<file path="config.mk">
export PLATFORM = sky130hd
export DESIGN_NAME = stopwatch_scan_display
export DESIGN_NICKNAME = d
export VERILOG_FILES = /design/src/rtl/stopwatch_scan_display_pkg.sv /design/src/rtl/stopwatch_scan_display_bin_to_bcd_seq.sv /design/src/rtl/stopwatch_scan_display.sv
export SDC_FILE = /design/constraint.sdc
export NUM_CORES = 1
export LEC_CHECK = 0
export CAP_MARGIN = 20
export CORE_MARGIN = 2
export CORE_UTILIZATION = 60
export DETAILED_ROUTE_END_ITERATION = 8
export GPL_ROUTABILITY_DRIVEN = 0
export PLACE_DENSITY = 0.8
export SYNTH_ARGS = -nofsm -noshare
export SYNTH_HDL_FRONTEND = slang
export SYNTH_SLANG_ARGS = --single-unit
</file>
<file path="constraint.sdc">
create_clock -name clk -period 5.1 [get_ports clk]
set_input_delay 1.275 -clock clk [delete_from_list [all_inputs] [get_ports clk]]
set_output_delay 1.275 -clock clk [all_outputs]
set_load 0.02 [all_outputs]
</file>
<file path="src/rtl/stopwatch_scan_display_pkg.sv">
`default_nettype none
// ============================================================================
//  Module      : stopwatch_scan_display_pkg
//  Description : Shared types and constants for the stopwatch scan display.
//                Holds the active-low 7-segment patterns ({g,f,e,d,c,b,a}),
//                the BLANK and DASH patterns, the converter state encoding
//                and the BCD digit type.
//  Revision    : 1.0  initial release
// ============================================================================
package stopwatch_scan_display_pkg;

    typedef logic [3:0] bcd_digit_t;

    // Converter FSM state encoding
    localparam logic [1:0] c_st_idle  = 2'd0;
    localparam logic [1:0] c_st_shift = 2'd1;
    localparam logic [1:0] c_st_done  = 2'd2;

    // Active-low segment patterns, bit order {g,f,e,d,c,b,a}
    localparam logic [6:0] c_seg_blank = 7'h7F;
    localparam logic [6:0] c_seg_dash  = 7'b0111111;

    function automatic logic [6:0] seg_decode(input bcd_digit_t d);
        logic [6:0] seg;
        case (d)
            4'd0:    seg = 7'h40;
            4'd1:    seg = 7'h79;
            4'd2:    seg = 7'h24;
            4'd3:    seg = 7'h30;
            4'd4:    seg = 7'h19;
            4'd5:    seg = 7'h12;
            4'd6:    seg = 7'h02;
            4'd7:    seg = 7'h78;
            4'd8:    seg = 7'h00;
            4'd9:    seg = 7'h10;
            default: seg = c_seg_blank;
        endcase
        return seg;
    endfunction

endpackage
`default_nettype wire

</file>
<file path="src/rtl/stopwatch_scan_display_bin_to_bcd_seq.sv">
`default_nettype none
// ============================================================================
//  Module      : bin_to_bcd_seq
//  Description : Sequential double-dabble converter, 16-bit binary to four
//                BCD digits, one bit per clock. Loads arriving while a
//                conversion is in flight are parked in a one-entry pending
//                register (newest wins) and started once the FSM is idle.
//  Ports       : clk, reset (async, active-high)
//                i_value/i_load  operand and its single-cycle strobe
//                o_busy          conversion in progress
//                o_done          one-cycle strobe with o_bcd/o_ovf valid
//                o_bcd           four BCD digits (low 16 bits)
//                o_ovf           operand was above 9999
//  Revision    : 1.0  initial release
// ============================================================================
module bin_to_bcd_seq
    import stopwatch_scan_display_pkg::*;
(
    input  logic        clk,
    input  logic        reset,
    input  logic [15:0] i_value,
    input  logic        i_load,
    output logic        o_busy,
    output logic        o_done,
    output logic [15:0] o_bcd,
    output logic        o_ovf
);

    logic [1:0]  r_state;
    logic [15:0] r_shift;
    logic [15:0] r_acc;
    logic [15:0] r_pend_value;
    logic        r_pend_valid;
    logic [4:0]  r_count;
    logic        r_ovf_run;
    logic        r_busy;
    logic        r_done;
    logic [15:0] r_bcd;
    logic        r_ovf;
    logic [15:0] w_acc_adj;
    logic [15:0] w_operand;

    // A fresh load in IDLE takes priority over a parked value.
    assign w_operand = i_load ? i_value : r_pend_value;

    // Add-3 correction on every nibble that would carry past 9 after shifting.
    generate
        for (genvar gi = 0; gi < 4; gi++) begin : g_adj
            assign w_acc_adj[gi*4 +: 4] = (r_acc[gi*4 +: 4] >= 4'd5) ?
                                          r_acc[gi*4 +: 4] + 4'd3 :
                                          r_acc[gi*4 +: 4];
        end
    endgenerate

    always_ff @(posedge clk or posedge reset) begin
        if (reset) begin
            r_state      <= c_st_idle;
            r_shift      <= '0;
            r_acc        <= '0;
            r_pend_value <= '0;
            r_pend_valid <= 1'b0;
            r_count      <= '0;
            r_ovf_run    <= 1'b0;
            r_busy       <= 1'b0;
            r_done       <= 1'b0;
            r_bcd        <= '0;
            r_ovf        <= 1'b0;
        end else begin
            r_done <= 1'b0;
            case (r_state)
                c_st_idle: begin
                    if (i_load || r_pend_valid) begin
                        r_shift      <= w_operand;
                        r_ovf_run    <= (w_operand > 16'd9999);
                        r_acc        <= '0;
                        r_count      <= 5'd16;
                        r_busy       <= 1'b1;
                        r_pend_valid <= 1'b0;
                        r_state      <= c_st_shift;
                    end
                end
                c_st_shift: begin
                    // Digits above the fourth fall off the top; the overflow
                    // flag covers that case.
                    r_acc   <= {w_acc_adj[14:0], r_shift[15]};
                    r_shift <= {r_shift[14:0], 1'b0};
                    r_count <= r_count - 5'd1;
                    if (r_count == 5'd1) begin
                        r_state <= c_st_done;
                    end
                end
                c_st_done: begin
                    r_bcd   <= r_acc;
                    r_ovf   <= r_ovf_run;
                    r_done  <= 1'b1;
                    r_busy  <= 1'b0;
                    r_state <= c_st_idle;
                end
                default: r_state <= c_st_idle;
            endcase

            // Any load outside IDLE (including the DONE cycle) is parked.
            if (i_load && (r_state != c_st_idle)) begin
                r_pend_value <= i_value;
                r_pend_valid <= 1'b1;
            end
        end
    end

    assign o_busy = r_busy;
    assign o_done = r_done;
    assign o_bcd  = r_bcd;
    assign o_ovf  = r_ovf;

endmodule
`default_nettype wire

</file>
<file path="src/rtl/stopwatch_scan_display.sv">
`default_nettype none
// ============================================================================
//  Module      : stopwatch_scan_display
//  Description : Converts a 16-bit tenths-of-second count to BCD and scans it
//                onto a common-anode 4-digit 7-segment display with leading
//                zero blanking, a fixed decimal point and an overflow pattern.
//  Ports       : clk, reset (async, active-high)
//                value/load  count to display and its single-cycle strobe
//                anodes      active-low one-hot digit enables (0 = rightmost)
//                segments    active-low {g,f,e,d,c,b,a}
//                dp          active-low decimal point
//                busy        conversion in progress
//  Revision    : 1.0  initial release
// ============================================================================
module stopwatch_scan_display
    import stopwatch_scan_display_pkg::*;
#(
    parameter int SCAN_DIV      = 100_000,
    parameter int DP_DIGIT      = 1,
    parameter int BLANK_LEADING = 1
) (
    input  logic        clk,
    input  logic        reset,
    input  logic [15:0] value,
    input  logic        load,
    output logic [3:0]  anodes,
    output logic [6:0]  segments,
    output logic        dp,
    output logic        busy
);

    localparam int              c_cnt_w    = $clog2(SCAN_DIV);
    localparam logic [c_cnt_w-1:0] c_cnt_last = c_cnt_w'(SCAN_DIV - 1);
    localparam logic [1:0]      c_dp_idx   = 2'(DP_DIGIT);

    logic              w_done;
    logic [15:0]       w_bcd;
    logic              w_ovf;
    logic [15:0]       r_disp_bcd;
    logic              r_disp_ovf;
    logic [c_cnt_w-1:0] r_scan_cnt;
    logic [1:0]        r_digit_idx;
    logic [3:0]        r_anodes;
    logic [6:0]        r_segments;
    logic              r_dp;
    logic [3:0]        w_zero;
    logic [3:0]        w_blank;
    bcd_digit_t        w_digit;
    logic [3:0]        w_anodes_nx;
    logic [6:0]        w_seg_nx;
    logic              w_dp_nx;

    bin_to_bcd_seq u_conv (
        .clk     (clk),
        .reset   (reset),
        .i_value (value),
        .i_load  (load),
        .o_busy  (busy),
        .o_done  (w_done),
        .o_bcd   (w_bcd),
        .o_ovf   (w_ovf)
    );

    // Display register: digits and overflow flag change together.
    always_ff @(posedge clk or posedge reset) begin
        if (reset) begin
            r_disp_bcd <= '0;
            r_disp_ovf <= 1'b0;
        end else if (w_done) begin
            r_disp_bcd <= w_bcd;
            r_disp_ovf <= w_ovf;
        end
    end

    // Digit slot timer and index.
    always_ff @(posedge clk or posedge reset) begin
        if (reset) begin
            r_scan_cnt  <= '0;
            r_digit_idx <= 2'd0;
        end else if (r_scan_cnt == c_cnt_last) begin
            r_scan_cnt  <= '0;
            r_digit_idx <= r_digit_idx + 2'd1;
        end else begin
            r_scan_cnt  <= r_scan_cnt + 1'b1;
        end
    end

    // A digit is blanked when it sits above the decimal point and it and
    // every digit to its left are zero.
    generate
        for (genvar gi = 0; gi < 4; gi++) begin : g_blank
            assign w_zero[gi]  = (r_disp_bcd[gi*4 +: 4] == 4'd0);
            assign w_blank[gi] = (BLANK_LEADING != 0) && (gi > DP_DIGIT) &&
                                 (&w_zero[3:gi]);
        end
    endgenerate

    always_comb begin
        w_digit     = r_disp_bcd[{r_digit_idx, 2'b00} +: 4];
        w_anodes_nx = ~(4'b0001 << r_digit_idx);
        w_seg_nx    = seg_decode(w_digit);
        w_dp_nx     = !((r_digit_idx == c_dp_idx) && !r_disp_ovf);
        if (r_disp_ovf) begin
            w_seg_nx = c_seg_dash;
        end else if (w_blank[r_digit_idx]) begin
            w_anodes_nx = 4'b1111;
            w_seg_nx    = c_seg_blank;
        end
    end

    always_ff @(posedge clk or posedge reset) begin
        if (reset) begin
            r_anodes   <= 4'b1111;
            r_segments <= c_seg_blank;
            r_dp       <= 1'b1;
        end else begin
            r_anodes   <= w_anodes_nx;
            r_segments <= w_seg_nx;
            r_dp       <= w_dp_nx;
        end
    end

    assign anodes   = r_anodes;
    assign segments = r_segments;
    assign dp       = r_dp;

endmodule
`default_nettype wire

</file>
======== Word level (Yosys, flattened, before mapping) ========
Memory sizes are Yosys's and may differ from the RTL's.
Cells that the tools add are included.
word-level totals
  input port bits ......................... 19
  register bits after elaboration ......... 124
  output and inout bits ................... 13
  word-level logic and storage cells ...... 88
  ROM bits ................................ 112
  memories ................................ 1
memory list
  name             words  bits a word  read ports  clocked after memory_dff  wr ports  RTL line                          text
  (no name shown)  16     7            1           0                         0         stopwatch_scan_display_pkg.sv:25  case (d)
cells by class
  bitwise gates (word level) .............. 1
  $add $sub $neg .......................... 7
  equal/unequal tests ..................... 7
  magnitude comparators ................... 6
  muxes and demuxes ....................... 27
  reductions and logical operators ........ 19
  shift operators ......................... 2
operators by type and width
  kind                   count
  $pmux 16 s2            2
  $mux 16                3
  $mux 4                 5
  $add 17x1->17 const B  1
  $eq 17x17->1 const B   1
  $mux 17                1
  $ge 4x3->1 const B     4
  $gt 16x14->1 const B   1
  $shiftx 16x5->4        1
  $mux 7                 2
  $add 4x2->4 const B    3
  $reduce_and 2->1       6
  $pmux 5 s2             1
  $reduce_bool 2->1      5
  $logic_not 4->1        2
  $mux 1                 6
  $eq 5x1->1 const B     1
  $mux 5                 1
  $sub 5x1->5 const B    1
  $eq 2x1->1 const B     2
  $mux 2                 2
  $ne 2x1->1 const B     2
  $not 4->4              1
  $pmux 2 s2             1
  other kinds (12)       14

======== Depth between registers and ports, before layout ========
Gate-level depths: netlist (run 1).
  depth in word-level cells ............... 6
  depth in mapped cells ................... 8
  gate-level depth less buffers ........... 6

======== Modules after synthesis ========
Synthesis (run 1) repeated with hierarchy kept, for this count alone.
unflattened totals
  cell total of the unflattened synthesis .. 509
  area total of the unflattened synthesis .. 5839.4 um2
by module, submodules not included
  module                  area an instance (um2)  sequential area each (um2)  times used  cells an instance
  bin_to_bcd_seq          3594.7                  1901.8                      1           330
  stopwatch_scan_display  2244.7                  1216.2                      1           179

======== Worst setup path after synthesis (run 1) ========
OpenSTA, ideal clock, no wires.
  path type ............................... input -> register
  start point ............................. in load
  end point ............................... reg u_conv.r_acc[8]
  cell stages on the path ................. 8
  path buffers ............................ 4
  data arrival time ....................... 2.464 ns
  setup time .............................. 0.095 ns
  setup slack ............................. 2.540 ns
  required time ........................... 5.005 ns
  path through ............................ buf_2 > nor3_1 > or2_2 > clkbuf_1 > buf_2 > buf_2 > nand2_1 > o31ai_1
between the ends
  word-level cells in the longest chain between the ends .. 3
RTL lines
  element                     RTL line                                     text
  start, declared             stopwatch_scan_display.sv:25                 input logic load,
  $logic_or 1x1->1            stopwatch_scan_display_bin_to_bcd_seq.sv:72  if (i_load || r_pend_valid) begin
  $ne 2x1->1 (no line)        -
  $reduce_and 2->1 (no line)  -
  end signal, assigned        stopwatch_scan_display_bin_to_bcd_seq.sv:85  r_acc <= {w_acc_adj[14:0], r_shift[15]};
  end, declared               stopwatch_scan_display_bin_to_bcd_seq.sv:31  logic [15:0] r_acc;
Every way passes these cells.
A chain may end at the register's enable or synchronous reset.

======== Worst setup path after layout (run 1) ========
  start point ............................. in load
  end point ............................... reg u_conv.r_shift[8]
between the ends
  word-level cells in the longest chain between the ends .. 3
  elaborated cells between the ends (all ways) .. 6
  those cells by class .................... 1 x eq/ne; 3 x mux; 2 x reduce/logical
RTL lines
  element                                                 RTL line                                                                                  text
  $mux 16 / $logic_or 1x1->1 (equally long branches)      stopwatch_scan_display_bin_to_bcd_seq.sv:44, stopwatch_scan_display_bin_to_bcd_seq.sv:72
  $mux 16 / $ne 2x1->1 (equally long branches)            -
  $pmux 16 s2 / $reduce_and 2->1 (equally long branches)  -
  end signal, assigned                                    stopwatch_scan_display_bin_to_bcd_seq.sv:73                                               r_shift <= w_operand;
  end signal, assigned                                    stopwatch_scan_display_bin_to_bcd_seq.sv:86                                               r_shift <= {r_shift[14:0], 1'b0};
  end, declared                                           stopwatch_scan_display_bin_to_bcd_seq.sv:30                                               logic [15:0] r_shift;
Parallel ways exist; a longest one is shown, timed or not. The select of a mux whose other input is x is not followed.

==> impl_metrics.toml, run 1 <==
[clocking]
clock_path_buffers = 2
hold_buffers = 0
cts_sinks = 124
htreeDepth = 4
cts_buffers = 17
post_cts_resized = 0
cts_setup_buffers = 0
cts_tree = "done"
clock-root-buffer = "clkbuf_8"
insertion_delay_ns = 0.51
path_clk_slew_ns = 0.05

[grt]
antenna_found_initial = 0
gr-usage-all-layers = 0.234
grt_pass1_wl_um = 18900
grt_pass1_vias = 4019
grt-ovfl-total = 0
grt_max_degree = 65

[final_layout]
final_common_cell = "dfrtp_1"
layout-drive-gt1-share = 0.202
nFillCells = 614
final_cell_mix = "dfrtp_1 (112), mux2_2 (53), o21ai_0 (45), nand2_1 (41), nor2_1 (33)"
fin_util = 0.737
diodes = 0
nets = 581
area_growth_pct = 18.2

[timing]
hold_viol = 0
max_freq_ghz = 0.339
tightestPinTransition_ns = 0.796
finalSetupViolCount = 0
finalSetupTns_ns = 0
skew_ns = 0.0138
fin_crit_sh = 0.578
fin_crit_ns = 2.95
grt_setup_unrepaired = "false"
max_slew_margin = 0.469
drv_slew = 0

[floorplan]
rows = 35
core_mm2 = 0.00928
die_h_um = 102
die_w_um = 102
initial_core_util = 0.624
dieArea_mm2 = 0.0105
io_pins = 32

[synth]
ys_ff_latch = 124
ys_types = 44
synth_warnings = 0
synth_area_leaders = "dfrtp_1 (48%), mux2_2 (10%), dfstp_2 (5.4%)"
ys_seq_area_frac = 0.538
syn-cell-area_mm2 = 0.00579
syn_avg_cell_area_um2 = 11.3
yosys.area.top_type = "dfrtp_1"
ys.flop_type = "dfrtp_1"
synthArstFlopShare = 1.00
postSynthCellCount = 511
synth_fp_nets = 550
synth_edf_count = 0
yosysTopAreaCellShare = 0.484

[detailed_routing]
vias_per_cell = 5.65
ant_nets = 0
routed_wl_um = 10700
vias = 3865
drtIter0Drc = 185
first_pass_iters = 5
wl_per_cell_um = 15.7
route.detailed.drc = 0

[setup_path]
rrSetupSlack_ns = 2.89
cp-start-kind = "primary input"
crit_required_ns = 5.44
critPathArrivalTime_ns = 3.29
r2r-start = "r_scan_cnt[11]"
endpoint_kind = "register"
startpoint = "load"
crit_fanout = 49
crit_type = "in -> reg"

[power]
power_per_cell_area_mw_per_mm2 = 544
pwr-share-clk = 0.347
p_seq_frac = 0.406
swShare = 0.304
p_leak_uw = 0.00302
p_switching_uw = 1130
ir_worst_vdd_uv = 431
p_int_uw = 2590
pwr-share-comb = 0.248

[place]
hpwlAfterDp_um = 7110
io_buffers = 31

[outcome]
status = "finished, final reports clean"

[hold_path]
hold_path_class = "reg -> reg"
min-delay-start = "u_conv.r_shift[4]"

[job]
cap_violations = 0
synthesized netlist by cell type (4+ instances only):
cell and count:
nor2b_1 5, mux2_2 53, xor2_1 5, mux4_2 4, nor2_1 33, clkbuf_1 11
a21oi_1 24, nand3_1 8, mux2i_1 20, buf_2 11, dfrtp_1 112, nor4_1 4
xnor2_1 20, o21ai_0 45, nand2b_1 7, nor3_1 13, nand4_1 7, dfstp_2 12
ha_1 20, inv_1 23, nand2_1 41
metal layers:
layer,share of wire,track usage,vias to the layer above
li1,-,-,1836
met1,0.43,0.290,1934
met2,0.52,0.405,83
met3,0.035,0.0575,12
met4,0.012,0.0790,0
met5,0,0,-
worst max-delay path: stages:
cell,delay (ns)
clkdlybuf4s50_1,0.40
buf_4,0.24
nor3_1,0.40
or2_2,0.71
o21ai_0,0.25
cells by family (layout without fill, tap and decap cells):
family                     after synthesis  after routing  share of synthesized area
muxes                                   77             77                      0.153
xor gates and xnor gates                25             25                     0.0378
AOI/OAI and AO/OA                       81             81                     0.0756
adders and majority gates               20             20                     0.0432
DFF                                    124            124                      0.538
buffers and inverters                   47             91                     0.0341
and+or+nand+nor                        137            137                      0.118
per-stage QoR:
step | worst slack (ns) | power, uW | instances | hold WS [ns] | area [um^2]
after floorplan | 0.546 | 2160 | 511 | 0.436 | 5790
after global placement | 1.80 | 2340 | 652 | 0.462 | 6210
after detailed placement | 1.68 | 2420 | 652 | 0.476 | 6210
after CTS | 2.17 | 3740 | 684 | 0.488 | 6850
after global routing | 1.94 | 3940 | 684 | 0.505 | 6850
final | 2.15 | 3720 | 684 | 0.485 | 6850
worst paths after layout:
check / end / cells after the start
worst max-delay path: u_conv.r_shift[8] / 5
worst min-delay path: u_conv.r_shift[4] / 2
worst max register to register: r_digit_idx[1] / 4
worst min register to register: u_conv.r_shift[4] / 2
max in group asynchronous: segments[0] / 3
min in group asynchronous: r_scan_cnt[12] / 2
sequential cells by signal, indices dropped and copies added (netlist names), 2 cells and up:
signal and flops:
u_conv.o_bcd 16, r_disp_bcd 16, anodes 4, r_scan_cnt 17, u_conv.r_pend_value 16, r_digit_idx 2, u_conv.r_acc 16, u_conv.r_count 5
u_conv.r_state 2, segments 7, u_conv.r_shift 16
cell type report:
class	instances	area [um^2]	share of cell area
sequential	124	3120	0.455
multi-input combinational	340	2480	0.362
clock buffer	20	445	0.0651
timing repair buffer	36	360	0.0526
clock inverter	12	194	0.0283
tap	129	161	0.0236
inverter	23	88.8	0.0130
power groups by stage:
| stage | Sequential (uW) | Clock [uW] | Combinational [uW] |
|---|---|---|---|
| after global placement | 1500 | 0 | 846 |
| after detailed placement | 1510 | 0 | 912 |
| final | 1510 | 1290 | 922 |
| after CTS | 1510 | 1300 | 927 |
| after floorplan | 1460 | 0 | 702 |
| after global routing | 1550 | 1350 | 1050 |
(Power assumes the default switching activity.)
==> run 2: changes to the inputs <==
Clock period 5.1 ns to 2.8 ns, I/O delays scaled along.
==> run 2 against run 1 <==
Compared with the run above:
- sequential share of layout area down 0.075 points
- hold slack worse by 0.0021 ns
- non-clock buffer count up 6
- first-iteration DRC count down 11%
- count of clock-buffer cells in the layout up 3
- critical path depth down 4
- die area unchanged
- register-to-register slack worse by 2.0 ns
- final cell count up 0.88%
- core utilization up 0.12 points
==> impl_metrics.toml, run 2 (same netlist as run 1, synthesis figures left out) <==
[outcome]
status = "finished, final reports clean"

[final_layout]
largest-register = "r_scan_cnt"
nets = 587
diodes = 0
layout-drive-gt1-share = 0.203
area_growth_pct = 18.4
largest_reg_flops = 17
final_common_cell = "dfrtp_1"
final_cell_mix = "dfrtp_1 (112), mux2_2 (53), o21ai_0 (45), nand2_1 (41), nor2_1 (33)"

[timing]
max_slew_margin = 0.471
tightestPinTransition_ns = 0.794
finalSetupViolCount = 0
fin_crit_sh = 0.830
worst_slack_ns = 0.477
finalSetupTns_ns = 0
hold_viol = 0
skew_ns = 0.0102
grt_setup_unrepaired = "false"
fin_crit_ns = 2.32
max_freq_ghz = 0.431
drv_slew = 0

[clocking]
clock-root-buffer = "clkbuf_8"
cts_setup_buffers = 0
clock_path_buffers = 2
insertion_delay_ns = 0.51
cts_sinks = 124
hold_buffers = 0
path_clk_slew_ns = 0.06
post_cts_resized = 0
cts_buffers = 17
htreeDepth = 4
cts_tree = "done"

[setup_path]
cp-start-kind = "register"
critPathArrivalTime_ns = 1.62
crit_type = "reg -> out"
crit_required_ns = 2.10
path_buf_inv = 1
slowest_stage = "clkdlybuf4s50_1"
crit_chain = "clkdlybuf4s50_1"
endpoint_kind = "output pin"
cp_top_family = "buffers and inverters"
critPathMaxStageDelay_ns = 0.59
crit_fanout = 1

[power]
pwr-share-clk = 0.332
swShare = 0.304
p_seq_frac = 0.415
ir_worst_vdd_uv = 678
pwr-share-comb = 0.253
p_leak_uw = 0.00303
p_switching_uw = 2010
power_per_cell_area_mw_per_mm2 = 965
p_int_uw = 4610

[place]
dpl_worst_slack_ns = 0.408
hpwlAfterDp_um = 7320
io_buffers = 31

[detailed_routing]
routed_wl_um = 11100
drtIter0Drc = 164
ant_nets = 0
wl_per_cell_um = 16.1
route.detailed.drc = 0
vias_per_cell = 5.68
first_pass_iters = 4
vias = 3920

[job]
cap_violations = 0

[grt]
grt_pass1_wl_um = 19200
antenna_found_initial = 0
grt-ovfl-total = 0
grt_pass1_vias = 4078
gr-usage-all-layers = 0.241
grt_max_degree = 50

[floorplan]
rows = 35
dieArea_mm2 = 0.0105
die_w_um = 102
io_pins = 32
initial_core_util = 0.624
core_mm2 = 0.00928
die_h_um = 102

[hold_path]
hold_path_class = "reg -> reg"
run 2: layout make-up:
type | count | area [um^2]
timing repair buffer | 42 | 418
clock inverter | 9 | 145
multi-input combinational | 340 | 2480
clock buffer | 23 | 447
tap | 129 | 161
inverter | 23 | 90.1
fill | 625 | 2430
sequential | 124 | 3120
run 2: through the flow:
| step | area, um^2 | instances | total power, uW | utilization | hold WS [ns] |
|---|---|---|---|---|---|
| 2_1_floorplan | 5800 | 511 | 3940 | - | 0.436 |
| 3_3_place_gp | 6270 | 658 | 4290 | 0.675 | 0.461 |
| 3_5_place_dp | 6270 | 658 | 4410 | 0.675 | 0.471 |
| 4_1_cts | 6860 | 690 | 6660 | 0.739 | 0.488 |
| 5_1_grt | 6860 | 690 | 7020 | 0.739 | 0.504 |
| 6_report | 6860 | 690 | 6620 | 0.739 | 0.482 |
run 2: path summary, 6_finish.rpt:
| kind | startpoint | to | slack, ns | depth (start not counted) |
|---|---|---|---|---|
| setup / recovery | segments[1] | segments[1] | 0.48 | 1 |
| hold reg to reg | u_conv.r_shift[15] | u_conv.r_shift[15] | 0.48 | 2 |
| hold / removal | u_conv.r_shift[15] | u_conv.r_shift[15] | 0.48 | 2 |
| min in group asynchronous | reset | u_conv.r_acc[8] | 0.58 | 2 |
| max in group asynchronous | reset | u_conv.r_acc[2] | 1.63 | 3 |
| setup reg to reg | r_scan_cnt[11] | r_digit_idx[1] | 0.87 | 4 |
run 2: power groups by stage:
stage	registers, uW	logic (uW)	clock network (uW)
final	2750	1670	2200
after detailed placement	2750	1660	0
after global routing	2810	1890	2320
after CTS	2740	1690	2230
after floorplan	2660	1280	0
after global placement	2730	1560	0
run 2: per-layer routing:
metal,wire length [um],GRT usage,vias up
met5,0,0,-
met4,121,0.0933,0
met3,431,0.0588,14
met2,5820,0.415,89
met1,4730,0.294,1964
li1,-,-,1853
